$ cat src/rtl/ccl_arbiter.sv
// Round-robin arbiter and init sequencer sharing one CCLU loop-stack unit among
// NUM_REQ requesters, with an ownership lock for whole nested-loop sequences.
module ccl_arbiter #(
   parameter int NUM_REQ = 4,
   parameter int ID_W    = $clog2(NUM_REQ)
) (
   input  logic                    clock,
   input  logic                    reset,
   input  logic [NUM_REQ-1:0]      req,
   input  logic [NUM_REQ-1:0]      req_lock,
   input  logic [2*NUM_REQ-1:0]    req_cmd,
   input  logic [32*NUM_REQ-1:0]   req_address,
   input  logic [32*NUM_REQ-1:0]   req_counter,
   input  logic [32*NUM_REQ-1:0]   req_target,
   input  logic                    flush,
   output logic [NUM_REQ-1:0]      done,
   output logic [31:0]             rsp_target,
   output logic                    rsp_valid,
   output logic                    rsp_full,
   output logic                    rsp_error,
   output logic                    busy,
   output logic [ID_W-1:0]         owner,
   output logic                    locked,
   output logic [1:0]              cclu_command,
   output logic [31:0]             cclu_address,
   output logic [31:0]             cclu_counter,
   output logic [31:0]             cclu_target,
   output logic                    cclu_reset,
   input  logic [31:0]             cclu_outTarget,
   input  logic                    cclu_valid,
   input  logic                    cclu_full,
   input  logic                    cclu_error
);

   typedef enum logic [2:0] {
      INIT,
      IDLE,
      ISSUE,
      SETTLE,
      CAPTURE,
      REJECT
   } stateT;

   stateT           state;
   logic [ID_W-1:0] rrPtr;
   logic [ID_W-1:0] grantReg;
   logic [1:0]      cmdReg;
   logic            grantFound;
   logic [ID_W-1:0] grantIdx;
   logic [ID_W-1:0] candIdx;
   logic [1:0]      grantCmd;

   // A held lock makes the owner the only eligible requester; otherwise search
   // upward from the last grant with wrap so every requester gets a turn.
   always_comb begin
      grantFound = 1'b0;
      grantIdx   = '0;
      candIdx    = rrPtr;
      if (locked) begin
         grantFound = req[owner];
         grantIdx   = owner;
      end else begin
         for (int i = 0; i < NUM_REQ; i++) begin
            candIdx = (candIdx == ID_W'(NUM_REQ - 1)) ? '0 : candIdx + ID_W'(1);
            if (!grantFound && req[candIdx]) begin
               grantFound = 1'b1;
               grantIdx   = candIdx;
            end
         end
      end
   end

   assign grantCmd = req_cmd[{grantIdx, 1'b0} +: 2];

   always_ff @(posedge clock or negedge reset) begin
      if (!reset) begin
         state        <= INIT;
         cclu_reset   <= 1'b1;
         cclu_command <= 2'b00;
         cclu_address <= '0;
         cclu_counter <= '0;
         cclu_target  <= '0;
         done         <= '0;
         rsp_target   <= '0;
         rsp_valid    <= 1'b0;
         rsp_full     <= 1'b0;
         rsp_error    <= 1'b0;
         locked       <= 1'b0;
         owner        <= '0;
         rrPtr        <= ID_W'(NUM_REQ - 1);
         busy         <= 1'b1;
         grantReg     <= '0;
         cmdReg       <= 2'b00;
      end else begin
         done <= '0;
         case (state)
            INIT: begin
               cclu_reset   <= 1'b0;
               cclu_command <= 2'b00;
               locked       <= 1'b0;
               busy         <= 1'b0;
               state        <= IDLE;
            end
            IDLE: begin
               if (flush) begin
                  cclu_reset <= 1'b1;
                  busy       <= 1'b1;
                  state      <= INIT;
               end else if (grantFound) begin
                  rrPtr    <= grantIdx;
                  grantReg <= grantIdx;
                  cmdReg   <= grantCmd;
                  busy     <= 1'b1;
                  if (grantCmd == 2'b01 || grantCmd == 2'b10) begin
                     cclu_address <= req_address[{grantIdx, 5'b00000} +: 32];
                     cclu_counter <= req_counter[{grantIdx, 5'b00000} +: 32];
                     cclu_target  <= req_target[{grantIdx, 5'b00000} +: 32];
                     state        <= ISSUE;
                  end else begin
                     state <= REJECT;
                  end
               end
            end
            ISSUE: begin
               cclu_command <= cmdReg;
               state        <= SETTLE;
            end
            // The CCLU samples the command at this edge; its result is ready one cycle later.
            SETTLE: begin
               cclu_command <= 2'b00;
               state        <= CAPTURE;
            end
            CAPTURE: begin
               rsp_target     <= cclu_outTarget;
               rsp_valid      <= cclu_valid;
               rsp_full       <= cclu_full;
               rsp_error      <= cclu_error;
               done[grantReg] <= 1'b1;
               locked         <= req_lock[grantReg];
               owner          <= grantReg;
               busy           <= 1'b0;
               state          <= IDLE;
            end
            REJECT: begin
               rsp_target     <= '0;
               rsp_valid      <= 1'b0;
               rsp_full       <= 1'b0;
               rsp_error      <= (cmdReg == 2'b11);
               done[grantReg] <= 1'b1;
               locked         <= req_lock[grantReg];
               owner          <= grantReg;
               busy           <= 1'b0;
               state          <= IDLE;
            end
            default: begin
               cclu_reset   <= 1'b1;
               cclu_command <= 2'b00;
               busy         <= 1'b1;
               state        <= INIT;
            end
         endcase
      end
   end

endmodule
$ cat config.mk
export PLATFORM = sky130hd
export DESIGN_NAME = ccl_arbiter
export DESIGN_NICKNAME = d
export VERILOG_FILES = /design/src/rtl/ccl_arbiter.sv
export SDC_FILE = /design/constraint.sdc
export NUM_CORES = 1
export LEC_CHECK = 0
export ABC_CLOCK_PERIOD_IN_PS = 3800
export BUFFER_PORTS_ARGS = -buffer_cell sky130_fd_sc_hd__buf_2
export CORE_AREA = 8 8 221 223
export CTS_BUF_LIST = sky130_fd_sc_hd__clkbuf_16
export DETAILED_ROUTE_END_ITERATION = 10
export DIE_AREA = 0 0 229 231
export HOLD_SLACK_MARGIN = 0.03
export PLACE_DENSITY = 0.47
export SLEW_MARGIN = 40
export SYNTH_ARGS = -nofsm -noshare
export SYNTH_HDL_FRONTEND = slang
export SYNTH_SLANG_ARGS = --single-unit
$ cat constraint.sdc
create_clock -name clock -period 3.8 [get_ports clock]
set_input_delay 0.19 -clock clock [delete_from_list [all_inputs] [get_ports clock]]
set_output_delay 0.19 -clock clock [all_outputs]
set_load 0.05 [all_outputs]
---- Word-level counts from Yosys, hierarchy flattened ----
Index checks and enable logic that the tools add are counted.
word-level totals
  output and inout bits ................... 142
  flip-flop bits (word level) ............. 151
cells by class
  mux-type cells .......................... 47
  order comparisons ....................... 7
  reduce and logical (&&, ||, !) cells .... 20
  add/sub/neg operators ................... 4
  bitwise gates (word level) .............. 3
  eq/ne operators ......................... 14
  shift operators ......................... 4
operators with widths
  kind                                                                    count
  128-bit by 8-bit indexed part select with 32-bit output                 3
  32-bit case mux with 2 select lines                                     1
  2-bit by 3-bit < comparator with 1-bit output (second input constant)   6
  1-bit 2-to-1 mux                                                        18
  2-bit 2-to-1 mux                                                        9
  1-bit binary-select mux with 2-bit select                               6
  2-bit equality test (second input constant)                             6
  3-bit case mux with 4 select lines                                      1
  3-bit 2-to-1 mux                                                        3
  2-bit by 1-bit adder with 2-bit output (second input constant)          4
  1-bit case mux with 2 select lines                                      4
  8-bit by 4-bit indexed part select with 2-bit output                    1
  3-bit by 2-bit equality test with 1-bit output (second input constant)  2
  3-bit equality test (second input constant)                             2
  1-bit case mux with 3 select lines                                      2
  3-bit OR reduction                                                      2
  1-bit logical AND                                                       4
  4-bit 2-to-1 mux                                                        1
  2-bit case mux with 2 select lines                                      1
  2-bit AND reduction                                                     2
  4-bit AND reduction                                                     1
  2-bit nonzero test                                                      2
  2-bit OR reduction                                                      2
  4-bit OR reduction                                                      1
  other kinds (11)                                                        15

---- Longest topological paths before layout ----
Gate-level depths: netlist of the first run.
  word-level depth ........................ 25
  gate-level depth with buffers ........... 10
  mapped depth without buffers ............ 8

---- Worst setup path after synthesis of the first run ----
OpenSTA, ideal clock, no wires.
  kind .................................... register -> register
  from .................................... register rrPtr[0]
  to ...................................... register cclu_address[14]
  period minus slack after synthesis ...... 3.060 ns
  data arrival time ....................... 2.933 ns
  cell stages (with the launch flop) ...... 11
  setup slack ............................. 0.740 ns
  data required time ...................... 3.672 ns
  path through ............................ dfstp_2 > ha_1 > or3b_2 > o211ai_2 > nor3_2 > a221oi_1 > xnor2_1 > o22ai_4 > buf_6 > buf_6 > mux2_1
between the ends
  longest elaborated chain between the ends .. 22
ends and longest elaborated chain
  what                                                                                             RTL line  RTL
  from (decl)                                                                                      45        logic [ID_W-1:0] rrPtr;
  from (signal assigned)                                                                           90        rrPtr <= ID_W'(NUM_REQ - 1);
  from (signal assigned)                                                                           110       rrPtr <= grantIdx;
  2-bit by 1-bit adder with 2-bit output or 2-bit equality test (tied branches)                    64        candIdx = (candIdx == ID_W'(NUM_REQ - 1)) ? '0 : candIdx + ID_W'(1);
  2-bit 2-to-1 mux *                                                                               64
  parallel branches: the longest is 20 deep, another holds 2-bit by 1-bit adder with 2-bit output  n/a
  to (signal assigned)                                                                             115       cclu_address <= req_address[{grantIdx, 5'b00000} +: 32];
  to (decl)                                                                                        25        output logic [31:0] cclu_address,
Mark *: on every way between the ends. The select of a mux whose other input is x is not followed.
A chain may end at the register's enable or synchronous reset.

---- Worst setup path in the final report of the first run ----
  from .................................... register rrPtr[0]
  to ...................................... register cclu_counter[15]
between the ends
  longest elaborated chain between the ends .. 22
ends and longest elaborated chain
  what                                                                                             RTL line  RTL
  2-bit by 1-bit adder with 2-bit output or 2-bit equality test (tied branches)                    64
  2-bit 2-to-1 mux *                                                                               64
  parallel branches: the longest is 20 deep, another holds 2-bit by 1-bit adder with 2-bit output  n/a
  to (signal assigned)                                                                             116       cclu_counter <= req_counter[{grantIdx, 5'b00000} +: 32];
  to (decl)                                                                                        26        output logic [31:0] cclu_counter,
Marked as above.

==> reports/metrics.cfg, run 1 <==
[layout]
nFillCells=4809
final_nets=1819
ff_latch_area_sq_um=3780
area_delta_synth_final_pct=49.6
fin_area_sq_um=13800
drive_gt1_share_pct=51.0
multiInputGateArea_sq_um=5150

[drt]
postRouteAntennaNets=0
viasPerCell=4.14
drt_iter0_markers=320
vias=8261
drc=0
wire_per_inst_um=18.2
drtPass1Iterations=4
drt-total-wl_mm=36.3

[cts]
clockBufferDepth=2
htreeDepth=4
holdBufCountCts=36
cts_setup_buffers=0
cts_sinks=151
cts_resized=0
clkTransAtPathRegs_ps=60
cts_buffers=17
cts_tree=built
clock_latency_ps=440
cts_root_buf=clkbuf_16

[grt]
first_global_vias=9459
antenna_found_initial=4
grt_usage_pct=13.3
grt-ovfl-total=0
grt_pass1_wl_mm=55.6
grt_max_degree=75

[timing]
tightestPinTransition_ps=661
rsz0062_at_grt=false
fmax_mhz=280
finalCritPeriodShare_pct=94.0
min_period_ps=3570
final-max-slew-violation-count=0
finalSetupViolCount=0
relSlewSlack_pct=55.9
tns_ps=0
fin_skew_ps=7.25
finalHoldViolations=0

[synth]
async_flop_share_pct=100
syn_avg_cell_area_sq_um=11.7
netlist_instances=786
synth_compound_area_share_pct=4.35
ys.flop_type=dfrtp_1
synth_top_area_share_pct=40.0
syn_area_sq_um=9200
synth.distinct_cells=41
netlist_top_cells_area=dfrtp_1 (40%), mux2i_1 (32%), mux2_2 (8.8%)
yosys.area_share.simple_pct=5.88
synth_xor_area_share_pct=0.190
muxShareOfSynthArea_pct=45.2
synth-seq-cells=151
synth_top_cell_by_area=dfrtp_1
syn_nets=1225
synth.yosys.seq_area_share_pct=41.1
yosys_warnings=0
synth_fa_ha_area_share_pct=0.136
synth_edf_count=0
synth_top_family_by_area=multiplexers

[worst_setup_path]
crit_family=compound AO/OA/AOI/OAI gates
slowest_delay_ps=570
cp_slowest_cell=dfstp_2
cp_max_fo=24
worstPathRequired_ps=4120
critical_path_class=reg2reg
critical_path.startpoint_type=flop
crit_arrival_ps=3890
r2r_slack_ps=230
crit_buf_inv=1
reg2reg_depth=9
cp-end-kind=flop
crit_chain=ha_1 -> or3b_2 -> o211ai_2 -> nor3_2 -> a221oi_1 -> xnor2_1 -> o22ai_4 -> buf_12 -> mux2_2
rr_endpoint=cclu_counter[15]$_DFFE_PN0P_
regToRegStartpoint=rrPtr[0]$_DFFE_PN1P_

[floorplanning]
initial_core_util_pct=20.4
pin_count=580
die_x_um=229
num_rows=78
die_h_um=231
coreArea_sq_um=45100
dieArea_sq_um=52900

[hold_path]
hp-start=cclu_error
min_to=rsp_error$_DFFE_PN0P_
hp-class=in2reg
holdPathStages=4

[power_and_ir_drop]
power_frac_clock_pct=11.2
seq_power_share_pct=19.8
p_comb_share_pct=69.0
p_sw_w=0.00740
ir_drop_v=0.000569
power.leakage_nw=7.01
power.internal_w=0.00722
power.total_w=0.0146
swShare_pct=50.6
powerDensity_nw_per_um2=1060

[job]
maxCapViolCount=0

[outcome]
status=completed

[placement]
place_area_sq_um=12800
routabilityCongestion=0.816
dp_hpwl_mm=29.9
io_buffers=579

==> sequential cells by signal (all words and copies together), names as in the netlist, 2 cells and up <==
register	cells
grantReg	2
cclu_command	2
done	4
rsp_target	32
cclu_target	32
rrPtr	2
cmdReg	2
state	3
cclu_counter	32
owner	2
cclu_address	32
==> cell usage in the layout, fill, tap and decap left out, types with 4 or more instances in the layout <==
cell,count
buf_12,8
dfstp_2,4
dlygate4sd3_1,36
a221oi_1,4
buf_4,11
mux2i_1,297
clkbuf_16,17
nor2_1,6
dfrtp_1,147
mux2_1,29
buf_2,578
o21ai_0,42
nand2b_1,35
mux2_2,72
nor2b_1,6
nand2_1,47
inv_1,7
==> layout make-up <==
| cell class | count | share of cell area, % |
|---|---|---|
| antenna | 2 | 0.0364 |
| clock buffer | 17 | 3.09 |
| clock inverter | 15 | 0.928 |
| inverter | 2 | 0.0546 |
| multi-input combinational | 574 | 37.4 |
| sequential | 151 | 27.5 |
| tap | 600 | 5.46 |
| timing repair buffer | 634 | 25.5 |
==> how the worst max path moves through the flow <==
stage / from / end / slack, ps / cells after the start
finish: rrPtr[0]$_DFFE_PN1P_ / cclu_counter[15]$_DFFE_PN0P_ / 230 / 9
CTS: rrPtr[0]$_DFFE_PN1P_ / cclu_counter[20]$_DFFE_PN0P_ / 150 / 9
floorplan: rrPtr[0]$_DFFE_PN1P_ / cclu_address[14]$_DFFE_PN0P_ / 740 / 10
global placement: rrPtr[0]$_DFFE_PN1P_ / cclu_target[30]$_DFFE_PN0P_ / 260 / 9
global route: rrPtr[0]$_DFFE_PN1P_ / cclu_target[27]$_DFFE_PN0P_ / 30 / 9
detailed placement: rrPtr[0]$_DFFE_PN1P_ / cclu_counter[15]$_DFFE_PN0P_ / 190 / 9
==> power by group through the flow <==
stage,Sequential (W),Clock [W],Combinational (W)
floorplan,0.00540,0,0.00516
global placement,0.00292,0,0.0102
detailed placement,0.00294,0,0.0102
CTS,0.00292,0.00170,0.0103
global route,0.00303,0.00177,0.0108
finish,0.00290,0.00163,0.0101
==> stage by stage <==
stage | hold WS (ps) | setup slack [ps] | util (%) | cells
6_report | 157 | 228 | 30.5 | 1995
5_1_grt | 148 | 31.6 | 30.5 | 1994
4_1_cts | 124 | 151 | 30.5 | 1993
3_5_place_dp | 243 | 186 | 28.5 | 1925
3_3_place_gp | 240 | 263 | 28.5 | 1925
2_1_floorplan | -106 | 740 | - | 786
==> kinds of logic after synthesis <==
logic type	after synthesis
mux	400
flops	151
compound gates	65
simple gates	106
fa+ha+maj	1
xor+xnor	2
buf+inv	61
==> synthesized netlist by cell type, types with 2 or more instances <==
cell type,number
mux2_2,72
clkbuf_1,38
buf_1,6
mux2i_1,297
o21ai_0,42
nor2b_1,6
nand2b_1,35
xnor2_1,2
buf_4,6
o31ai_1,3
dfstp_2,4
mux2_1,29
nor3_2,2
a221oi_1,4
nand2_1,48
inv_1,2
buf_2,5
nor3_1,2
nand3_1,2
nor2_1,6
a21o_1,2
buf_6,4
dfrtp_1,147
mux4_2,2
o21a_1,2
a21oi_1,3
==> metal layers <==
| metal | up-vias | global-route usage (%) | share of wire, % | wire [um] |
|---|---|---|---|---|
| li1 | 4041 | - | - | - |
| met1 | 3833 | 14.8 | 40 | 14400 |
| met2 | 340 | 24.0 | 52 | 18800 |
| met3 | 47 | 3.83 | 6.1 | 2200 |
| met4 | 0 | 4.90 | 2.7 | 970 |
| met5 | - | 0 | 0 | 0 |
==> tightest hold or removal path, cell delays in order <==
cell,delay (ps)
buf_2,70
nor2b_1,110
a31oi_1,40
o21ai_0,130
(Power assumes the default switching activity.)
==> run 2: changes to the inputs <==
==> constraint.sdc (replaced) <==
create_clock -name clock -period 3.8 [get_ports clock]
set_input_delay 0.76 -clock clock [delete_from_list [all_inputs] [get_ports clock]]
set_output_delay 0.76 -clock clock [all_outputs]
set_load 0.05 [all_outputs]
==> reports/metrics.cfg, run 2 (synthesis gave the netlist of run 1 again) <==
[placement]
dp_hpwl_mm=29.9
dp_slack_ps=287
io_buffers=579
routabilityCongestion=0.817

[worst_setup_path]
startpoint=rrPtr[0]$_DFFE_PN1P_
crit_path_end=cclu_counter[4]$_DFFE_PN0P_
reg2reg_depth=9
crit_arrival_ps=3770
critical_path_class=reg2reg
r2r_slack_ps=350
worstPathRequired_ps=4110
rr_endpoint=cclu_counter[4]$_DFFE_PN0P_
regToRegStartpoint=rrPtr[0]$_DFFE_PN1P_
critical_path.startpoint_type=flop
cp-end-kind=flop
cp_max_fo=66

[timing]
rsz0062_at_grt=false
fin_skew_ps=9.54
final-max-slew-violation-count=0
finalCritPeriodShare_pct=90.8
relSlewSlack_pct=52.0
tightestPinTransition_ps=717
min_period_ps=3450
tns_ps=0
finalSetupViolCount=0
fmax_mhz=290
finalHoldViolations=0
fin_ws_ps=349

[layout]
multiInputGateArea_sq_um=5140
drive_gt1_share_pct=52.5
mostFrequentLayoutCells=buf_2 (578), mux2i_1 (297), dfrtp_1 (147)
final_nets=1785
area_delta_synth_final_pct=45.4
final_common_cell=buf_2
nFillCells=4781
ff_latch_area_sq_um=3780

[cts]
clockBufferDepth=2
cts_buffers=17
cts_setup_buffers=0
clkTransAtPathRegs_ps=60
htreeDepth=4
cts_resized=0
cts_sinks=151
cts_root_buf=clkbuf_16
cts_tree=built
holdBufCountCts=0
clock_latency_ps=440

[drt]
drt-total-wl_mm=36.2
drtPass1Iterations=4
postRouteAntennaNets=0
drt_iter0_markers=243
vias=8104
viasPerCell=4.13
drc=0
wire_per_inst_um=18.5

[grt]
antenna_found_initial=2
grt-ovfl-total=0
grt_pass1_wl_mm=54.7
first_global_vias=8949
grt_max_degree=92
grt_usage_pct=13.3

[power_and_ir_drop]
power.leakage_nw=6.86
powerDensity_nw_per_um2=1090
ir_drop_v=0.000419
power.total_w=0.0145

[hold_path]
hp-class=in2async

[floorplanning]
num_rows=78
coreArea_sq_um=45100
die_x_um=229
die_h_um=231
initial_core_util_pct=20.4
pin_count=580
dieArea_sq_um=52900

[job]
maxCapViolCount=0

[outcome]
status=completed

[run 2: report_power, final]
group / switching [W] / leakage (nW) / internal (W) / total, W
sequential: 0.000490 / 1.85 / 0.00244 / 0.00293
combinational: 0.00625 / 4.73 / 0.00380 / 0.0101
clock: 0.000675 / 0.281 / 0.000879 / 0.00155
[run 2: worst max-delay path, stage by stage (launching register included)]
cell,delay (ps)
dfstp_2,570
ha_1,290
or3b_2,500
o211ai_2,110
nor3_2,110
a221oi_1,460
xnor2_1,210
o22ai_4,270
buf_12,310
mux2_2,390
[run 2: how the worst min path moves through the flow]
stage | depth (start not counted) | end
3_3_place_gp | 2 | rsp_target[15]$_DFFE_PN0P_
6_report | 1 | cclu_counter[22]$_DFFE_PN0P_
4_1_cts | 1 | cclu_counter[20]$_DFFE_PN0P_
3_5_place_dp | 2 | rsp_target[14]$_DFFE_PN0P_
2_1_floorplan | 0 | cclu_address[0]$_DFFE_PN0P_
5_1_grt | 1 | cclu_counter[23]$_DFFE_PN0P_
[run 2: layer usage]
metal	routed length [um]	track usage [%]
met3	2050	3.73
met2	18700	23.7
met5	0	0
met1	14600	15.1
met4	777	4.56
[run 2: stage by stage]
stage          utilization, %  instances  hold WS, ps  area [sq um]
2_1_floorplan               -        786          464          9200
4_1_cts                  29.6       1959          135         13400
3_5_place_dp             28.5       1927          466         12800
5_1_grt                  29.6       1960          136         13400
6_report                 29.7       1961          162         13400
3_3_place_gp             28.5       1927          458         12800
[run 2: area by class of cell]
cell class | instances | area share (%)
clock buffer | 17 | 3.18
antenna | 2 | 0.0374
timing repair buffer | 600 | 23.6
clock inverter | 15 | 0.777
tap | 600 | 5.61
sequential | 151 | 28.3
multi-input combinational | 574 | 38.5
inverter | 2 | 0.0561
==> run 3: changes to the inputs <==
--- a/config.mk
+++ b/config.mk
@@ -8,7 +8,7 @@
 export ABC_CLOCK_PERIOD_IN_PS = 3800
 export BUFFER_PORTS_ARGS = -buffer_cell sky130_fd_sc_hd__buf_2
 export CORE_AREA = 8 8 221 223
-export CTS_BUF_LIST = sky130_fd_sc_hd__clkbuf_16
+export CTS_BUF_LIST = sky130_fd_sc_hd__clkbuf_8
 export DETAILED_ROUTE_END_ITERATION = 10
 export DIE_AREA = 0 0 229 231
 export HOLD_SLACK_MARGIN = 0.03
==> reports/metrics.cfg, run 3 (synthesis gave the netlist of run 1 again) <==
[worst_setup_path]
r2r_slack_ps=350
worstPathRequired_ps=4150
rr_endpoint=cclu_target[30]$_DFFE_PN0P_
critical_path.startpoint_type=flop
cp-end-kind=flop
critical_path_class=reg2reg
cp_max_fo=66
regToRegStartpoint=rrPtr[0]$_DFFE_PN1P_
crit_arrival_ps=3810
reg2reg_depth=9

[layout]
area_delta_synth_final_pct=43.3
final_nets=1785
final_common_cell=buf_2
ff_latch_area_sq_um=3780
drive_gt1_share_pct=52.5
fin_area_sq_um=13200
multiInputGateArea_sq_um=5140
nFillCells=4803
mostFrequentLayoutCells=buf_2 (578), mux2i_1 (297), dfrtp_1 (147)

[grt]
first_global_vias=8950
grt_usage_pct=13.2
antenna_found_initial=2
grt-ovfl-total=0
grt_pass1_wl_mm=54.6
grt_max_degree=92

[power_and_ir_drop]
power.leakage_nw=6.77
ir_drop_v=0.000420
power.total_w=0.0141
powerDensity_nw_per_um2=1070

[cts]
cts_sinks=151
clockBufferDepth=2
cts_resized=0
clkTransAtPathRegs_ps=90
cts_tree=built
cts_setup_buffers=0
cts_root_buf=clkbuf_8
cts_buffers=17
holdBufCountCts=0
clock_latency_ps=470
htreeDepth=4

[timing]
rsz0062_at_grt=false
finalHoldViolations=0
fin_skew_ps=16.0
hold_slack_ps=122
fmax_mhz=290
min_period_ps=3450
tightestPinTransition_ps=716
final-max-slew-violation-count=0
finalCritPeriodShare_pct=90.9
tns_ps=0
relSlewSlack_pct=52.1
finalSetupViolCount=0

[drt]
postRouteAntennaNets=0
drc=0
viasPerCell=4.12
drtPass1Iterations=4
drt_iter0_markers=260
wire_per_inst_um=18.5
drt-total-wl_mm=36.2
vias=8076

[placement]
dp_hpwl_mm=29.9
routabilityCongestion=0.817
place_area_sq_um=12800
io_buffers=579

[outcome]
status=completed

[floorplanning]
initial_core_util_pct=20.4
die_h_um=231
dieArea_sq_um=52900
pin_count=580
coreArea_sq_um=45100
num_rows=78
die_x_um=229

[job]
maxCapViolCount=0

[hold_path]
hp-class=in2async

run 3: cell counts in the layout (fill, tap and decap cells not counted):
No cell type changed its count.
run 3: cell type report:
| class | instances | share of cell area (%) |
|---|---|---|
| Tap cell | 600 | 5.70 |
| Clock inverter | 15 | 0.788 |
| Sequential cell | 151 | 28.7 |
| Antenna cell | 2 | 0.0380 |
| Multi-Input combinational cell | 574 | 39.0 |
| Clock buffer | 17 | 1.78 |
| Timing Repair Buffer | 600 | 23.9 |
| Inverter | 2 | 0.0570 |
run 3: per-layer routing:
metal	up-vias	routed length [um]	track usage, %
li1	3978	-	-
met4	0	828	4.68
met5	-	0	0
met3	34	2040	3.73
met2	303	18600	23.6
met1	3761	14700	15.0
run 3: critical path, cell delays in order (launching register included):
cell	delay [ps]
dfstp_2	580
ha_1	290
or3b_2	500
o211ai_2	110
nor3_2	110
a221oi_1	460
xnor2_1	200
o22ai_4	270
buf_12	320
mux2_2	390
run 3: power breakdown:
part	switching, W	internal, W	total [W]
logic	0.00624	0.00380	0.0100
registers	0.000490	0.00243	0.00292
clock network	0.000618	0.000497	0.00111
total	0.00735	0.00673	0.0141
run 3: how the worst max path moves through the flow:
stage          slack [ps]                 start                           end  cells past startpoint
2_1_floorplan         740  rrPtr[0]$_DFFE_PN1P_  cclu_address[14]$_DFFE_PN0P_                     10
3_3_place_gp          340                req[2]   cclu_counter[6]$_DFFE_PN0P_                      9
3_5_place_dp          290                req[2]   cclu_counter[4]$_DFFE_PN0P_                      9
4_1_cts               330  rrPtr[0]$_DFFE_PN1P_   cclu_counter[4]$_DFFE_PN0P_                      9
5_1_grt                90  rrPtr[0]$_DFFE_PN1P_   cclu_counter[4]$_DFFE_PN0P_                      9
6_report              350  rrPtr[0]$_DFFE_PN1P_   cclu_target[30]$_DFFE_PN0P_                      9
run 3: through the flow:
step / cells / setup WS [ps] / util, %
after floorplan: 786 / 740 / -
after global routing: 1960 / 91.1 / 29.2
after detailed placement: 1927 / 287 / 28.5
after global placement: 1927 / 344 / 28.5
after CTS: 1959 / 335 / 29.2
final: 1961 / 347 / 29.2
